### src/rtl/fpu_arbiter.sv
`default_nettype none
// ============================================================================
// fpu_arbiter: round-robin 2:1 front end for a shared fixed-latency FPU that
// steers each returning result to the requester that issued it.
// Revision: 1.0
// ============================================================================
module fpu_arbiter #(
  parameter int LATENCY = 2,
  parameter int OPW     = 3
) (
  input  logic           clk,
  input  logic           rst,

  input  logic           req0_valid,
  output logic           req0_ready,
  input  logic [OPW-1:0] req0_op,
  input  logic [31:0]    req0_a,
  input  logic [31:0]    req0_b,

  input  logic           req1_valid,
  output logic           req1_ready,
  input  logic [OPW-1:0] req1_op,
  input  logic [31:0]    req1_a,
  input  logic [31:0]    req1_b,

  output logic           fpu_valid,
  output logic [OPW-1:0] fpu_op,
  output logic [31:0]    fpu_a,
  output logic [31:0]    fpu_b,
  input  logic [31:0]    fpu_result,
  input  logic           fpu_ovf,

  output logic           res0_valid,
  output logic [31:0]    res0_data,
  output logic           res0_ovf,

  output logic           res1_valid,
  output logic [31:0]    res1_data,
  output logic           res1_ovf
);

  logic               w_grant0;
  logic               w_grant1;
  logic               w_exit_vld;
  logic               w_exit_id;

  logic               last_grant_q, last_grant_d;
  logic               fpu_valid_q,  fpu_valid_d;
  logic               fpu_id_q,     fpu_id_d;
  logic [OPW-1:0]     fpu_op_q,     fpu_op_d;
  logic [31:0]        fpu_a_q,      fpu_a_d;
  logic [31:0]        fpu_b_q,      fpu_b_d;

  logic [LATENCY-1:0] tag_vld_q,    tag_vld_d;
  logic [LATENCY-1:0] tag_id_q,     tag_id_d;

  logic               res0_valid_q, res0_valid_d;
  logic [31:0]        res0_data_q,  res0_data_d;
  logic               res0_ovf_q,   res0_ovf_d;
  logic               res1_valid_q, res1_valid_d;
  logic [31:0]        res1_data_q,  res1_data_d;
  logic               res1_ovf_q,   res1_ovf_d;

  // last_grant_q == 1 means requester 1 won most recently, so 0 wins a tie.
  always_comb begin
    w_grant0 = 1'b0;
    w_grant1 = 1'b0;
    if (!rst) begin
      if (req0_valid && req1_valid) begin
        w_grant0 = last_grant_q;
        w_grant1 = !last_grant_q;
      end else begin
        w_grant0 = req0_valid;
        w_grant1 = req1_valid;
      end
    end
  end

  assign req0_ready = w_grant0;
  assign req1_ready = w_grant1;

  always_comb begin
    last_grant_d = last_grant_q;
    fpu_valid_d  = w_grant0 || w_grant1;
    fpu_id_d     = w_grant1;
    fpu_op_d     = fpu_op_q;
    fpu_a_d      = fpu_a_q;
    fpu_b_d      = fpu_b_q;
    if (w_grant0) begin
      last_grant_d = 1'b0;
      fpu_op_d     = req0_op;
      fpu_a_d      = req0_a;
      fpu_b_d      = req0_b;
    end else if (w_grant1) begin
      last_grant_d = 1'b1;
      fpu_op_d     = req1_op;
      fpu_a_d      = req1_a;
      fpu_b_d      = req1_b;
    end
  end

  // The tag leaving the last stage lines up with fpu_result for that issue.
  generate
    if (LATENCY == 1) begin : g_tag_single
      assign tag_vld_d = fpu_valid_q;
      assign tag_id_d  = fpu_id_q;
    end else begin : g_tag_shift
      assign tag_vld_d = {tag_vld_q[LATENCY-2:0], fpu_valid_q};
      assign tag_id_d  = {tag_id_q[LATENCY-2:0],  fpu_id_q};
    end
  endgenerate

  assign w_exit_vld = tag_vld_q[LATENCY-1];
  assign w_exit_id  = tag_id_q[LATENCY-1];

  always_comb begin
    res0_valid_d = w_exit_vld && !w_exit_id;
    res1_valid_d = w_exit_vld && w_exit_id;
    res0_data_d  = res0_data_q;
    res0_ovf_d   = res0_ovf_q;
    res1_data_d  = res1_data_q;
    res1_ovf_d   = res1_ovf_q;
    if (res0_valid_d) begin
      res0_data_d = fpu_result;
      res0_ovf_d  = fpu_ovf;
    end
    if (res1_valid_d) begin
      res1_data_d = fpu_result;
      res1_ovf_d  = fpu_ovf;
    end
  end

  always_ff @(posedge clk) begin
    if (rst) begin
      last_grant_q <= 1'b1;
      fpu_valid_q  <= 1'b0;
      fpu_id_q     <= 1'b0;
      fpu_op_q     <= '0;
      fpu_a_q      <= '0;
      fpu_b_q      <= '0;
      tag_vld_q    <= '0;
      tag_id_q     <= '0;
      res0_valid_q <= 1'b0;
      res0_data_q  <= '0;
      res0_ovf_q   <= 1'b0;
      res1_valid_q <= 1'b0;
      res1_data_q  <= '0;
      res1_ovf_q   <= 1'b0;
    end else begin
      last_grant_q <= last_grant_d;
      fpu_valid_q  <= fpu_valid_d;
      fpu_id_q     <= fpu_id_d;
      fpu_op_q     <= fpu_op_d;
      fpu_a_q      <= fpu_a_d;
      fpu_b_q      <= fpu_b_d;
      tag_vld_q    <= tag_vld_d;
      tag_id_q     <= tag_id_d;
      res0_valid_q <= res0_valid_d;
      res0_data_q  <= res0_data_d;
      res0_ovf_q   <= res0_ovf_d;
      res1_valid_q <= res1_valid_d;
      res1_data_q  <= res1_data_d;
      res1_ovf_q   <= res1_ovf_d;
    end
  end

  assign fpu_valid  = fpu_valid_q;
  assign fpu_op     = fpu_op_q;
  assign fpu_a      = fpu_a_q;
  assign fpu_b      = fpu_b_q;
  assign res0_valid = res0_valid_q;
  assign res0_data  = res0_data_q;
  assign res0_ovf   = res0_ovf_q;
  assign res1_valid = res1_valid_q;
  assign res1_data  = res1_data_q;
  assign res1_ovf   = res1_ovf_q;

endmodule
`default_nettype wire
### config.mk
export PLATFORM = sky130hd
export DESIGN_NAME = fpu_arbiter
export DESIGN_NICKNAME = d
export VERILOG_FILES = /design/src/rtl/fpu_arbiter.sv
export SDC_FILE = /design/constraint.sdc
export NUM_CORES = 1
export LEC_CHECK = 0
export CAP_MARGIN = 25
export CORE_MARGIN = 2
export CORE_UTILIZATION = 39
export DETAILED_ROUTE_END_ITERATION = 8
export GPL_TIMING_DRIVEN = 0
export PLACE_DENSITY_LB_ADDON = 0.3
export SYNTH_ARGS = -nofsm -noshare
export SYNTH_HDL_FRONTEND = slang
export SYNTH_SLANG_ARGS = --single-unit
### constraint.sdc
create_clock -name clk -period 1.9 [get_ports clk]
set_clock_uncertainty 0.15 [all_clocks]
set_input_delay 0.38 -clock clk [delete_from_list [all_inputs] [get_ports clk]]
set_output_delay 0.38 -clock clk [all_outputs]
set_load 0.01 [all_outputs]
Word-level counts from Yosys, hierarchy flattened

Index checks and enable logic that the tools add are counted.

Bitwise gates (word level): 0
Reductions and logical operators: 7
Eq/ne operators: 0
Multiplexer cells: 12
Multipliers: 0
Divide/modulo/power cells: 0
$lt $le $gt $ge: 0
Shifts and indexed selects: 0
Add/subtract/negate cells: 0

Operators with widths:

| cell                | count |
|---|---|
| $mux W32            | 4 |
| $mux W1             | 6 |
| $mux W3             | 2 |
| $logic_and A1 B1 Y1 | 3 |
| $logic_not A1 Y1    | 2 |
| $reduce_bool A2 Y1  | 1 |
| $logic_or A1 B1 Y1  | 1 |

Latch bits: 0
Output and inout bits: 138
Flip-flop bits (word level): 142
Memories kept: 0
Input port bits: 171
ROM bits: 0
RAM bits: 0

Longest topological paths before layout

Gate-level depths: netlist of the first run.

Depth in word-level cells: 5
Gate-level depth with buffers: 6
Mapped depth without buffers: 3

Least setup slack after synthesis of the first run

No wires, ideal clock.

Path kind: input to output
Start point: input port req0_valid
End point: output port req1_ready
Arrival time: 1394 ps
Cell stages on the path: 5
Setup slack: -24 ps
Required time: 1370 ps
Cells stage by stage: clkbuf_1 clkbuf_1 clkbuf_1 nand2_1 and3_1

Cells in the longest elaborated chain, start to end: 3

RTL lines:

| element             | line | text |
|---|---|---|
| start, declared     | 14   | `input logic req0_valid,` |
| $logic_and A1 B1 Y1 | 69   | `if (req0_valid && req1_valid) begin` |
| $mux W1             | 69   |  |
| $mux W1             | 68   | `if (!rst) begin` |
| end, declared       | 21   | `output logic req1_ready,` |

No other way between the ends.

Final worst setup path of the first run

Start point: input port req1_valid
End point: output port req0_ready

Cells in the longest elaborated chain, start to end: 3

RTL lines:

| element             | line | text |
|---|---|---|
| start, declared     | 20   | `input logic req1_valid,` |
| $logic_and A1 B1 Y1 | 69   |  |
| $mux W1             | 69   |  |
| $mux W1             | 68   |  |
| end, declared       | 15   | `output logic req0_ready,` |

No other way between the ends.

==> summary.log, run 1 <==
qor: synthesis.synth.net_count 799
qor: timing.unrepaired_setup_endpoints_after_global_routing true
qor: die.io-pin-count 309
qor: cells_and_area.drive_above_1_share 0.0529
qor: synthesis.synth.yosys.warnings 0
qor: setup_path.worst_path_dominant_cell_family buffers and inverters
qor: timing.finalSetupViolCount 0
qor: synthesis.netlist_area 5570 um2
qor: timing.final_max_slew_viol_count 0
qor: setup_path.path_buf_inv 3
qor: global_routing.initial_antenna_violation_count 1
qor: timing.timing.final.ws_setup 0.00545 ns
qor: placement.dp_hpwl 14900 um
qor: die.die_area 15200 um2
qor: placement.place.port_buffers 306
qor: setup_path.worstSetupStartpointType primary input
qor: global_routing.grt_max_degree 20
qor: synthesis.synth.top_cells.by_area dfxtp_1 51%, a221o_1 12%, a2111oi_0 11%, nand2_1 9.1%, a21oi_1 5.9%
qor: drt.detail_route.vias_per_cell 5.29
qor: clock_network.clock_insertion_delay_worst_skew 0.41 ns
qor: timing.worst_tran_pin_value 0.566 ns
qor: die.start_util 0.399
qor: setup_path.largest_stage_delay_worst_path 0.30 ns
qor: drt.first_pass_iters 5
qor: drt.postRouteWirelength 20200 um
qor: setup_path.critPathArrivalTime 1.36 ns
qor: global_routing.grt_overflow_total 0
qor: cells_and_area.multi_input_comb_area 2200 um2
qor: timing.fmax 528 MHz
qor: pwr.power_leakage 0.00358 uW
qor: setup_path.worstSetupPathType in -> out
qor: global_routing.global_route_wire_length_before_repair 30000 um
qor: cells_and_area.area.sequential 2850 um2
qor: global_routing.grt_pass1_vias 5808
qor: cells_and_area.layout-area-overhead-vs-synth 70.3%
qor: pwr.power_density 804 nW/um2
qor: die.floorplan.rows 43
qor: worst_hold_path.hold_class in -> reg
qor: cells_and_area.fillCellCount 1152
qor: drt.route.detailed.drc 0
qor: synthesis.syn-instance-count 628
qor: die.dieHeight 123 um
qor: timing.summed_negative_setup_slack_over_all_endpoints 0 ns
qor: setup_path.end_kind output port
qor: synthesis.avg_synthesized_cell_area 8.86 um2
qor: clock_network.numCtsBuffers 17
qor: synthesis.synth_enable_flop_cells 0
qor: cells_and_area.fin_cells 1145
qor: global_routing.busiest_layer met2
qor: clock_network.clock_path_buffers 2
qor: synthesis.synth-seq-cells 142
qor: clock_network.clk_pin_slew 0.06 ns
qor: clock_network.cts_root_buf clkbuf_16
qor: setup_path.crit_chain clkdlybuf4s15_1 > inv_4 > o211a_4 > clkdlybuf4s15_2
qor: setup_path.cp.required 1.37 ns
qor: drt.ant_nets 0
qor: run_status.status finished, final reports clean
qor: timing.min_cycle_time_layout 1.89 ns
qor: synthesis.post-synth-top-area-cell dfxtp_1
qor: synthesis.synth_most_common_cell dfxtp_1
qor: timing.headroom_to_the_max_slew_limit 0.623
qor: clock_network.cts_tree done
qor: timing.final.period_utilization 0.997
qor: placement.pre_cts_setup_slack -1.27 ns
qor: timing.hold_violations 0
qor: setup_path.critPathMaxFanout 14
qor: cells_and_area.utilization 0.680
qor: job.maxCapViolCount 0
qor: synthesis.synth_top_flop_cell dfxtp_1
qor: cells_and_area.final_nets 1123
qor: die.die_x 123 um
qor: drt.iteration_0_drc_count_of_the_detailed_router 263
qor: global_routing.grt_use_total 0.257
qor: drt.routed_wire_length_per_instance 17.6 um
qor: clock_network.htreeDepth 4
qor: synthesis.netlist-cell-type-count 19
qor: synthesis.asyncSetResetFlopFracSynth 0
qor: clock_network.cts_num_sinks 142
qor: synthesis.portion_of_the_post_synthesis_area_used_by_sequential_elements 0.511
qor: global_routing.global_route.usage.met1 0.283
qor: global_routing.global_route.usage.met3 0.0982
qor: die.core-area 13900 um2
qor: pwr.p_total 7620 uW
qor: synthesis.synth_top_area_share 0.511
qor: synthesis.synth_commonest_cells 142 x dfxtp_1, 135 x nand2_1, 68 x inv_1
qor: placement.place.gp.congestion 0.833
qor: pwr.vdd_drop_max 0.000629 V
qor: global_routing.grt_util_met2 0.436
qor: setup_path.crit_slowest_cell clkdlybuf4s15_1
qor: placement.dp.cells 1114
qor: drt.dr_total_vias 6053
## cell usage in the layout, fill, tap and decap left out
cell type        instances
a2111oi_0               65
nor2_1                   4
a221o_1                 67
o211a_4                  1
nand2_1                135
buf_1                    6
buf_8                    1
a21oi_1                 66
nand2b_1                 1
dfxtp_4                  1
clkinvlp_4               3
and2_1                   1
dfxtp_1                141
a2111oi_1                2
nor3_2                   1
clkbuf_1                45
buf_4                    3
clkdlybuf4s15_1          1
clkdlybuf4s50_1        296
clkbuf_2                 2
clkbuf_16               17
bufinv_16                1
diode_2                  1
clkdlybuf4s15_2          1
inv_6                    4
buf_2                    6
clkbuf_8                 4
buf_6                    3
inv_1                   68
clkinv_4                 2
dlymetal6s2s_1           2
and3_1                   2
inv_4                    1
nor2b_1                  5
o21ai_0                  1
dlygate4sd2_1            5
## registers in the layout, summed over array words and instances, names as in the netlist, 2 cells and up
register,count
fpu_a,32
fpu_op,3
res0_data,32
tag_vld_q,2
res1_data,32
tag_id_q,2
fpu_b,32
## repair_timing
item,4_1_cts,5_1_grt
gates cloned,0,0
resized for setup,28,7
hold buffers,0,0
setup endpoints to repair,74,34
buffers inserted,2,1
## layer usage
layer / routed length [um] / share of wire
met1: 7620 / 0.38
met2: 9950 / 0.49
met3: 2010 / 0.099
met4: 628 / 0.031
met5: 0 / 0
## metrics by stage
stage,area [um2],hold slack (ns)
finish,9480,0.241
global route,9480,0.256
CTS,9470,0.224
detailed placement,8850,0.275
global placement,8850,0.278
floorplan,5570,0.264
## worst reg2reg max path: cells and delay by family, from the launching register on
kind | cells | cell delay, ns
compound gates | 2 | 0.72
buf+inv | 2 | 0.43
flops | 1 | 0.36
## where the power goes
group	internal [uW]	total, uW	switching (uW)
registers	3130	3210	85.8
logic	695	1170	476
clock network	1920	3240	1320
total	5740	7620	1880
## cells by family (layout without fill, tap and decap cells)
family,Yosys count,after routing,share of synthesized area
flops,142,142,0.511
other cells,0,1,0
compound gates,202,202,0.288
simple gates,149,149,0.105
buf+inv,135,471,0.0964
## worst paths after layout
| kind | from | endpoint | slack [ns] | cells after the start |
|---|---|---|---|---|
| worst max-delay path | req1_valid | req0_ready | 0.005 | 4 |
| worst min-delay path | rst | last_grant_q | 0.24 | 3 |
| worst max register to register | last_grant_q | fpu_b[30] | 0.19 | 4 |
| worst min register to register | fpu_id_q | tag_id_q[0] | 0.28 | 1 |
## layout make-up
| type | instances | area share |
|---|---|---|
| multi-input combinational | 351 | 0.232 |
| sequential | 142 | 0.300 |
| antenna | 1 | 0.000264 |
| tap | 180 | 0.0238 |
| timing repair buffer | 309 | 0.325 |
| buffer | 62 | 0.0301 |
| clock buffer | 21 | 0.0496 |
| inverter | 69 | 0.0276 |
| clock inverter | 10 | 0.0111 |
Power figures use the tool's default switching activity.
==> inputs of run 2 (changes only) <==
--- a/config.mk
+++ b/config.mk
@@ -7,7 +7,7 @@
 export LEC_CHECK = 0
 export CAP_MARGIN = 25
 export CORE_MARGIN = 2
-export CORE_UTILIZATION = 39
+export CORE_UTILIZATION = 35
 export DETAILED_ROUTE_END_ITERATION = 8
 export GPL_TIMING_DRIVEN = 0
 export PLACE_DENSITY_LB_ADDON = 0.3
==> summary.log, run 2 (synthesis results as in run 1) <==
qor: placement.dp.cells 1150 [+3.2%]
qor: global_routing.initial_antenna_violation_count 0 [-1]
qor: pwr.power_density 814 nW/um2 [+1.3%]
qor: clock_network.cts_num_sinks 142 [unchanged]
qor: drt.ant_nets 0 [unchanged]
qor: clock_network.clock_path_buffers 2 [unchanged]
qor: timing.hold_violations 0 [unchanged]
qor: timing.min_cycle_time_layout 1.87 ns [-0.0242 ns]
qor: setup_path.path_buf_inv 1 [-2]
qor: setup_path.critPathMaxFanout 2 [-12]
qor: timing.worst_tran_pin_value 0.589 ns [+0.0237 ns]
qor: timing.fmax 535 MHz [+1.3%]
qor: drt.iteration_0_drc_count_of_the_detailed_router 286 [+8.7%]
qor: drt.detail_route.vias_per_cell 5.07 [-4.2%]
qor: cells_and_area.drive_above_1_share 0.0568 [+0.00391]
qor: cells_and_area.layout-area-overhead-vs-synth 72.4%
qor: setup_path.worstSetupPathType reg -> out
qor: timing.finalSetupViolCount 0 [unchanged]
qor: setup_path.cp.required 1.37 ns [about the same]
qor: cells_and_area.fillCellCount 1414 [+23%]
qor: placement.place.port_buffers 306 [unchanged]
qor: timing.final_max_slew_viol_count 0 [unchanged]
qor: pwr.p_total 7810 uW [+2.5%]
qor: global_routing.grt_use_total 0.230 [-0.0268]
qor: timing.final.period_utilization 0.984 [-0.0128]
qor: timing.timing.final.ws_setup 0.0297 ns [+0.0242 ns]
qor: setup_path.crit_slowest_cell clkdlybuf4s50_1
qor: clock_network.cts_tree done
qor: die.die_x 130 um [+5.4%]
qor: cells_and_area.fin_cells 1184 [+3.4%]
qor: drt.routed_wire_length_per_instance 16.6 um [-5.9%]
qor: die.floorplan.rows 46 [+7.0%]
qor: drt.first_pass_iters 5 [unchanged]
qor: global_routing.grt_max_degree 20 [unchanged]
qor: worst_hold_path.hold_class in -> reg
qor: die.io-pin-count 309 [unchanged]
qor: clock_network.htreeDepth 4 [unchanged]
qor: placement.dp_hpwl 14600 um [-2.3%]
qor: run_status.status finished, final reports clean
qor: die.dieHeight 130 um [+5.4%]
qor: die.core-area 15700 um2 [+13%]
qor: setup_path.worst_path_dominant_cell_family buffers and inverters
qor: clock_network.cts_root_buf clkbuf_16
qor: drt.postRouteWirelength 19700 um [-2.6%]
qor: setup_path.worstSetupStartpointType register
qor: cells_and_area.final_nets 1126 [+0.27%]
qor: cells_and_area.n_antenna_cell 0 [-1]
qor: die.start_util 0.354 [-0.0452]
qor: setup_path.largest_stage_delay_worst_path 0.59 ns [+0.29 ns]
qor: clock_network.numCtsBuffers 17 [unchanged]
qor: timing.unrepaired_setup_endpoints_after_global_routing false
qor: pwr.power_leakage 0.00373 uW [+4.3%]
qor: timing.headroom_to_the_max_slew_limit 0.607 [-0.0158]
qor: die.die_area 16900 um2 [+11%]
qor: cells_and_area.layout.cells.most_common_list 293 x clkdlybuf4s50_1, 141 x dfxtp_1, 135 x nand2_1
qor: clock_network.clk_pin_slew 0.06 ns [about the same]
qor: placement.place.gp.congestion 0.851 [+2.2%]
qor: global_routing.grt_pass1_vias 5892 [+1.4%]
qor: drt.dr_total_vias 5998 [-0.91%]
qor: cells_and_area.mostFrequentLayoutCell clkdlybuf4s50_1
qor: pwr.vdd_drop_max 0.000599 V [-4.7%]
qor: global_routing.global_route_wire_length_before_repair 30400 um [+1.2%]
qor: clock_network.clock_insertion_delay_worst_skew 0.41 ns [about the same]
qor: setup_path.end_kind output port
qor: setup_path.crit_chain clkdlybuf4s50_1
qor: placement.pre_cts_setup_slack -1.22 ns [+0.0494 ns]
qor: job.maxCapViolCount 0 [unchanged]
qor: global_routing.grt_overflow_total 0 [unchanged]
qor: drt.route.detailed.drc 0 [unchanged]
qor: clock_network.cts.hold.buffers_added 0 [unchanged]
qor: setup_path.critPathArrivalTime 1.34 ns [-0.02 ns]
[run 2: layout make-up]
cell class / count / area, um2 / share of cell area
Buffer: 64 / 309 / 0.0322
Clock buffer: 17 / 425 / 0.0443
Clock inverter: 15 / 175 / 0.0183
Inverter: 69 / 262 / 0.0273
Multi-Input combinational cell: 351 / 2200 / 0.229
Sequential cell: 142 / 2850 / 0.297
Tap cell: 216 / 270 / 0.0282
Timing Repair Buffer: 310 / 3110 / 0.324
[run 2: power by group]
group          switching [uW]  total (uW)  internal [uW]
Combinational             468        1170            703
Sequential               83.2        3210           3120
Clock                    1450        3430           1990
Total                    2000        7810           5810
[run 2: metal layers]
layer | part of all wire | wire, um | GRT usage | vias to the layer above
li1 | - | - | - | 2911
met1 | 0.40 | 7840 | 0.268 | 2767
met2 | 0.48 | 9430 | 0.387 | 276
met3 | 0.091 | 1790 | 0.0775 | 44
met4 | 0.031 | 610 | 0.0974 | 0
met5 | 0 | 0 | 0 | -
[run 2: final timing paths]
kind	from	end	slack (ns)	depth (start not counted)
min	rst	last_grant_q	0.20	3
min reg2reg	tag_vld_q[0]	tag_vld_q[1]	0.29	1
max reg2reg	last_grant_q	fpu_b[28]	0.13	4
max	fpu_a[22]	fpu_a[22]	0.03	1
[run 2: timing repair]
action / in CTS / in global routing
gates cloned: 0 / 0
pin swaps: 1 / 0
gates resized for setup: 24 / 18
endpoints found under the setup margin: 65 / 22
buffers inserted: 4 / 0
[run 2: through the flow]
stage,utilization,area (um2),setup TNS [ns],hold slack (ns)
detailed placement,0.566,8900,-40.32,0.282
floorplan,-,5570,0,0.264
CTS,0.608,9560,0,0.168
finish,0.611,9590,0,0.200
global route,0.611,9590,0,0.219
global placement,0.566,8900,-39.93,0.266
==> inputs of run 3 (changes only) <==
--- a/config.mk
+++ b/config.mk
@@ -5,6 +5,7 @@
 export SDC_FILE = /design/constraint.sdc
 export NUM_CORES = 1
 export LEC_CHECK = 0
+export ABC_AREA = 1
 export CAP_MARGIN = 25
 export CORE_MARGIN = 2
 export CORE_UTILIZATION = 35
==> summary.log, run 3 <==
qor: setup_path.timing.rr.end fpu_a[28]
qor: die.floorplan.rows 48 [+4.3%]
qor: setup_path.worstSetupStartpointType register
qor: timing.hold_violations 0 [unchanged]
qor: synthesis.synth_top_flop_cell dfxtp_1
qor: die.start_util 0.357 [+0.00237]
qor: pwr.power_leakage 0.00442 uW [+18%]
qor: timing.final_max_slew_viol_count 0 [unchanged]
qor: cells_and_area.layout.cells.most_common_list 290 x clkdlybuf4s50_1, 273 x nor2_1, 142 x dfxtp_1
qor: clock_network.numCtsBuffers 17 [unchanged]
qor: global_routing.grt_overflow_total 0 [unchanged]
qor: global_routing.grt_pass1_vias 6396 [+8.6%]
qor: clock_network.cts_root_buf clkbuf_16
qor: setup_path.r2r.worst_path.cells 7 [+3]
qor: synthesis.asyncSetResetFlopFracSynth 0 [unchanged]
qor: placement.place.gp.congestion 0.841 [-1.2%]
qor: placement.post_dp_cell_area 9500 um2 [+6.7%]
qor: clock_network.clk_pin_slew 0.06 ns [about the same]
qor: placement.dp_hpwl 16200 um [+11%]
qor: clock_network.cts_tree done
qor: setup_path.critPathArrivalTime 1.33 ns [about the same]
qor: pwr.power_density 787 nW/um2 [-3.4%]
qor: die.die_area 18600 um2 [+10%]
qor: global_routing.grt_use_total 0.227 [-0.00274]
qor: drt.routed_wire_length_per_instance 14.6 um [-12%]
qor: timing.min_cycle_time_layout 1.86 ns [-0.00904 ns]
qor: setup_path.worstSetupPathType reg -> out
qor: synthesis.netlist_area 6150 um2 [+10%]
qor: run_status.status finished, final reports clean
qor: cells_and_area.mostFrequentLayoutCell clkdlybuf4s50_1
qor: global_routing.global_route_wire_length_before_repair 32900 um [+8.3%]
qor: clock_network.clock_path_buffers 2 [unchanged]
qor: synthesis.post-synth-top-area-cell dfxtp_1
qor: synthesis.synth_most_common_cell nor2_1
qor: worst_hold_path.worst_hold_path.num_cells 2 [-1]
qor: cells_and_area.fin_cells 1471 [+24%]
qor: synthesis.portion_of_the_post_synthesis_area_used_by_sequential_elements 0.463 [-0.0483]
qor: synthesis.synth_commonest_cells 273 x nor2_1, 142 x dfxtp_1, 103 x o21ai_0
qor: worst_hold_path.hold_class in -> reg
qor: synthesis.synth_enable_flop_cells 0 [unchanged]
qor: setup_path.largest_stage_delay_worst_path 0.55 ns [-0.04 ns]
qor: drt.route.detailed.drc 0 [unchanged]
qor: die.core-area 17200 um2 [+9.7%]
qor: timing.fmax 537 MHz [+0.49%]
qor: synthesis.synth.yosys.warnings 0 [unchanged]
qor: timing.finalSetupViolCount 0 [unchanged]
qor: setup_path.crit_chain clkdlybuf4s50_1
qor: timing.unrepaired_setup_endpoints_after_global_routing false
qor: setup_path.end_kind output port
qor: timing.worst_tran_pin_value 0.516 ns [-0.0738 ns]
qor: setup_path.worst_path_dominant_cell_family buffers and inverters
qor: setup_path.cp.required 1.37 ns [about the same]
qor: cells_and_area.final_cell_area_excluding_filler_cells 10100 um2 [+5.1%]
qor: cells_and_area.layout-area-overhead-vs-synth 64.1%
qor: placement.pre_cts_setup_slack -0.433 ns [+0.789 ns]
qor: drt.dr_total_vias 6866 [+14%]
qor: setup_path.r2r_slack 0.23 ns [+0.10 ns]
qor: drt.detail_route.vias_per_cell 4.67 [-7.9%]
qor: die.io-pin-count 309 [unchanged]
qor: timing.final.period_utilization 0.980 [-0.00476]
qor: clock_network.clock_insertion_delay_worst_skew 0.41 ns [about the same]
qor: cells_and_area.drive_above_1_share 0.0603 [+0.00347]
qor: setup_path.critPathMaxFanout 2 [unchanged]
qor: die.die_x 137 um [+4.9%]
qor: job.maxCapViolCount 0 [unchanged]
qor: global_routing.grt_max_degree 17 [-15%]
qor: synthesis.avg_synthesized_cell_area 6.79 um2 [-23%]
qor: setup_path.path_buf_inv 1 [unchanged]
qor: cells_and_area.final_nets 1402 [+25%]
qor: timing.summed_negative_setup_slack_over_all_endpoints 0 ns [unchanged]
qor: worst_hold_path.hold-path-endpoint tag_id_q[0]
qor: clock_network.htreeDepth 4 [unchanged]
qor: die.dieHeight 137 um [+4.9%]
qor: drt.first_pass_iters 5 [unchanged]
qor: worst_hold_path.timing.hold.worst.start rst
qor: global_routing.initial_antenna_violation_count 2 [+2]
qor: drt.iteration_0_drc_count_of_the_detailed_router 269 [-5.9%]
qor: synthesis.synth.net_count 1076 [+35%]
qor: drt.ant_nets 0 [unchanged]
qor: setup_path.crit_slowest_cell clkdlybuf4s50_1
qor: placement.dp.cells 1437 [+25%]
qor: clock_network.cts_post_setup_buffers_inserted 0 [-4]
qor: synthesis.synth_top_area_share 0.463 [-0.0483]
qor: synthesis.syn-instance-count 905 [+44%]
qor: pwr.vdd_drop_max 0.000602 V [+0.54%]
qor: synthesis.synth.top_cells.by_area dfxtp_1 46%, nor2_1 17%, o21ai_0 8.4%, a21oi_1 5.7%, nand3_1 5.5%
qor: clock_network.cts.hold.buffers_added 0 [unchanged]
qor: drt.postRouteWirelength 21500 um [+9.1%]
qor: timing.timing.final.ws_setup 0.0387 ns [+0.00904 ns]
qor: setup_path.timing.rr.start last_grant_q
qor: synthesis.synth-seq-cells 142 [unchanged]
qor: synthesis.netlist-cell-type-count 19 [unchanged]
qor: timing.headroom_to_the_max_slew_limit 0.656 [+0.0492]
qor: clock_network.cts_num_sinks 142 [unchanged]
qor: placement.place.port_buffers 307 [+0.33%]
==> run 3: cell families after synthesis <==
kind of cell    after synthesis  synth area share
buf+inv                     146             0.102
simple gates                413             0.269
compound gates              204             0.167
flops                       142             0.463
==> run 3: cell type report <==
type	count	area, um2
clock buffers	19	453
diodes	2	5.00
repair buffers	307	3080
clock inverters	13	114
flip-flops and latches	142	2840
well taps	225	282
plain buffers	69	338
inverters	77	292
fillers	1692	7150
multi-input cells	617	2680
==> run 3: worst max-delay path by stage <==
stage	startpoint	to	slack, ns	depth (start not counted)
after global routing	fpu_b[29]	fpu_b[29]	0.004	1
after CTS	fpu_a[20]	fpu_a[20]	0.003	1
after detailed placement	req0_valid	req0_ready	-0.43	4
after global placement	req0_valid	req0_ready	-0.44	4
after floorplan	rst	fpu_a[0]	0.44	9
final	fpu_b[3]	fpu_b[3]	0.04	1
==> run 3: stage by stage <==
stage | power [uW] | util | hold WS, ns
6_report | 7940 | 0.585 | 0.0560
5_1_grt | 8290 | 0.585 | 0.0378
4_1_cts | 8010 | 0.583 | 0.0283
3_5_place_dp | 4820 | 0.551 | 0.249
3_3_place_gp | 4800 | 0.551 | 0.244
2_1_floorplan | 3930 | - | 0.238
==> run 3: power breakdown <==
part / internal (uW) / total (uW) / leakage, uW / switching (uW)
combinational: 806 / 1500 / 0.00298 / 697
clock: 1870 / 3190 / 0.000268 / 1320
sequential: 3160 / 3240 / 0.00117 / 88.6
==> run 3: per-layer routing <==
layer / track usage / wire, um
met1: 0.261 / 8490
met2: 0.384 / 10400
met3: 0.0848 / 2000
met4: 0.0868 / 592
met5: 0 / 0
==> run 3: what timing repair did <==
action                     CTS  global route
gates resized for setup     12            14
gates cloned                 0             0
setup endpoints to repair    6            56
